<file path="src/rtl/count_checker_sat_counter.sv">
// Up-counter that sticks at all-ones; a clear in the same cycle as an increment
// wins so that software sees a clean zero after clearing.
module sat_counter #(
  parameter int WIDTH = 16
) (
  input  logic             i_clk,
  input  logic             i_rst_n,
  input  logic             i_inc,
  input  logic             i_clr,
  output logic [WIDTH-1:0] o_value
);
  logic [WIDTH-1:0] r_value;

  always_ff @(posedge i_clk or negedge i_rst_n) begin
    if (!i_rst_n)
      r_value <= '0;
    else if (i_clr)
      r_value <= '0;
    else if (i_inc && (r_value != '1))
      r_value <= r_value + WIDTH'(1);
  end

  assign o_value = r_value;
endmodule

</file>
<file path="config.mk">
export PLATFORM = sky130hd
export DESIGN_NAME = sat_counter
export DESIGN_NICKNAME = d
export VERILOG_FILES = /design/src/rtl/count_checker_sat_counter.sv
export SDC_FILE = /design/constraint.sdc
export NUM_CORES = 1
export LEC_CHECK = 0
export BUFFER_PORTS_ARGS = -buffer_cell sky130_fd_sc_hd__buf_2
export CAP_MARGIN = 0
export CORE_UTILIZATION = 55
export CTS_BUF_LIST = sky130_fd_sc_hd__clkbuf_8
export DETAILED_ROUTE_END_ITERATION = 10
export HOLD_SLACK_MARGIN = 0.06
export PLACE_DENSITY = 0.8
export SYNTH_ARGS = -nofsm -noshare
export SYNTH_HDL_FRONTEND = slang
export SYNTH_SLANG_ARGS = --single-unit
</file>
<file path="constraint.sdc">
create_clock -name i_clk -period 2.15 [get_ports i_clk]
set_clock_uncertainty 0.2 [all_clocks]
set_input_delay 0.215 -clock i_clk [delete_from_list [all_inputs] [get_ports i_clk]]
set_output_delay 0.215 -clock i_clk [all_outputs]
set_load 0.02 [all_outputs]
</file>
==> results.json <==
{
  "syn2layout_area_growth_pct": 19.0,
  "largest_reg_flops": 16,
  "final_cells": 136,
  "antenna_found_initial": 0,
  "first_global_vias": 789,
  "htreeDepth": 1,
  "rows": 14,
  "portBuffers": 19,
  "synth_cell_types": 28,
  "grt_max_degree": 23,
  "ys_seq_elements": 16,
  "drt_iter0_drc": 23,
  "ys_top_cells_by_area": "dfrtp_1 (42%), a21oi_1 (5.8%), o31ai_1 (5.6%), mux2_1 (4.8%), nand4_1 (4.0%)",
  "outcome": "completed",
  "slew_headroom_pct": 61.5,
  "cts_root_buf": "clkbuf_8",
  "setup_viol": 0,
  "fmax_ghz": 0.490,
  "clkTransAtPathRegs_ns": 0.06,
  "synth_top_cell_area_share_pct": 42.5,
  "dieArea_um2": 1880,
  "place.gp.congestion": 0.841,
  "tritoncts": "done",
  "synth-edff-count": 0,
  "synthMostInstantiatedCell": "dfrtp_1",
  "dp_cells": 130,
  "vias": 885,
  "crit_arrival_ns": 2.01,
  "holdPathEnd": "o_value[1]$_DFFE_PN0P_",
  "power_leakage_nw": 0.518,
  "crit_fanout": 13,
  "start_kind": "flop",
  "vias_per_cell": 6.51,
  "finalCriticalPeriod_ns": 2.04,
  "final_cell_area_um2": 1120,
  "slowest_stage": "or4_2",
  "finalNetCount": 126,
  "clk_latency_ns": 0.25,
  "yosysWarnings": 0,
  "r2r_slack_ns": 0.11,
  "drive_gt1_share_pct": 30.0,
  "antennaDiodeCount": 0,
  "synthesis.instances": 98,
  "hpwl_mm": 1.37,
  "finish.utilization_pct": 71.9,
  "vdd_ir_drop_max_mv": 0.463,
  "yosys-top-cells-count": "dfrtp_1 (16), a21oi_1 (11), o31ai_1 (7), nand2_1 (6), nand4_1 (6)",
  "drc": 0,
  "slew_viol_final": 0,
  "pin_count": 20,
  "postSynthNetCount": 103,
  "coreArea_um2": 1560,
  "grt.total_usage_pct": 25.9,
  "start_util_pct": 60.4,
  "placed_area_um2": 1050,
  "drtAntennaViolNets": 0,
  "rsz0062_at_grt": "false",
  "wire_per_inst_um": 15.9,
  "critPathRequiredTime_ns": 2.12,
  "clkSinkCount": 16,
  "syn_area_um2": 942,
  "die_h_um": 43.4,
  "clk_path_buf_depth": 2,
  "crit_path_end_kind": "flop",
  "drtPass1Iterations": 4,
  "finalHoldViolations": 0,
  "r2r-start": "o_value[0]$_DFFE_PN0P_",
  "hold_start": "i_inc",
  "async_flop_share_pct": 100,
  "numCtsBuffers": 3,
  "grt_first_pass_wirelength_mm": 3.64,
  "max_stage_delay_ns": 0.61,
  "worst_slew_pin_slew_ns": 0.578,
  "synth_area_per_cell_um2": 9.61,
  "grt-ovfl-total": 0,
  "p_per_area_nw_per_um2": 548,
  "max_cap_viol_count": 0,
  "finalSetupTns_ns": 0,
  "cp_cell_sequence": "ha_2 > nand4_2 > nor4_4 > buf_4 > or4_2 > a21oi_1",
  "timing.final.crit_share_pct": 94.9,
  "die_w_um": 43.4,
  "wl_mm": 2.16,
  "hold_class": "in2reg",
  "rr_endpoint": "o_value[3]$_DFFE_PN0P_",
  "yosys.area.top_type": "dfrtp_1",
  "crit_type": "reg2reg",
  "worstRegToRegCells": 6,
  "yosysSeqAreaShare_pct": 42.5,
  "hold-path-cell-count": 3,
  "synth-main-ff-cell": "dfrtp_1"
}
[placed cells by master (no fill, tap or decap), drive strengths merged]
| master | Yosys | layout |
|---|---|---|
| a211oi | 1 | 1 |
| a21oi | 11 | 11 |
| and3 | 2 | 2 |
| and4 | 2 | 2 |
| buf | 1 | 22 |
| clkbuf | 4 | 4 |
| dfrtp | 16 | 16 |
| dlygate4sd3 | 0 | 1 |
| ha | 1 | 1 |
| inv | 3 | 3 |
| mux2 | 4 | 4 |
| nand2 | 6 | 6 |
| nand3 | 3 | 3 |
| nand3b | 1 | 1 |
| nand4 | 7 | 7 |
| nor2 | 4 | 4 |
| nor2b | 4 | 4 |
| nor3 | 1 | 1 |
| nor4 | 5 | 5 |
| o211ai | 1 | 1 |
| o21ai | 4 | 4 |
| o31ai | 7 | 7 |
| or3 | 3 | 3 |
| or4 | 7 | 7 |
[kinds of logic after synthesis]
group	count (synthesis)	synth area share, %
buffers and inverters	8	3.98
flip-flops	16	42.5
adder cells (fa/ha/maj)	1	1.33
AO/OA/AOI/OAI	24	16.2
AND/OR/NAND/NOR	45	31.2
multiplexers	4	4.78
[how the worst max path moves through the flow]
stage	start	to	slack, ns	cells after the start
floorplan	o_value[0]$_DFFE_PN0P_	o_value[15]$_DFFE_PN0P_	0.07	5
global placement	o_value[1]$_DFFE_PN0P_	o_value[3]$_DFFE_PN0P_	0.14	6
detailed placement	o_value[1]$_DFFE_PN0P_	o_value[3]$_DFFE_PN0P_	0.07	6
CTS	o_value[1]$_DFFE_PN0P_	o_value[3]$_DFFE_PN0P_	0.05	6
global route	o_value[0]$_DFFE_PN0P_	o_value[3]$_DFFE_PN0P_	0.04	6
finish	o_value[0]$_DFFE_PN0P_	o_value[3]$_DFFE_PN0P_	0.11	6
[worst max-delay path: cells and delay by family (launching register included)]
family                     cells  cell delay (ns)
and+or+nand+nor                3             0.81
DFF                            1             0.39
adders and majority gates      1             0.22
buffers and inverters          1             0.18
AOI/OAI and AO/OA              1             0.15
[repair_timing]
action / in CTS / in global routing
hold buffers: 1 / 0
hold endpoints to repair: 16 / 0
endpoints found under the setup margin: 0 / 5
gates resized for setup: 0 / 1
buffers inserted: 0 / 1
[area by class of cell]
cell class	count	area (um^2)
Multi-Input combinational cell	74	507
Timing Repair Buffer	23	128
Tap cell	16	20.0
Inverter	3	11.3
Clock buffer	4	55.1
Sequential cell	16	400
Fill cell	116	438
[metrics by stage]
stage | setup slack [ns] | hold WS (ns) | total power, mW
after global routing | 0.0351 | 0.113 | 0.633
after floorplan | 0.0666 | -0.281 | 0.333
after detailed placement | 0.0677 | -0.0563 | 0.350
final | 0.110 | 0.0710 | 0.614
after CTS | 0.0516 | 0.0705 | 0.613
after global placement | 0.139 | -0.0601 | 0.349
[metal layers]
metal / vias up / track usage [%] / routed length (um)
met5: - / 0 / 0
met4: 0 / 11.3 / 30
met3: 5 / 5.00 / 68
met2: 24 / 38.8 / 1040
met1: 429 / 36.9 / 1020
li1: 427 / - / -
[power breakdown]
group / internal (mW) / leakage (nW) / switching (mW)
combinational: 0.0132 / 0.267 / 0.0291
clock: 0.162 / 0.0288 / 0.104
sequential: 0.304 / 0.222 / 0.00222
total: 0.480 / 0.518 / 0.135
Note: power is estimated with default switching activity, not from simulation.
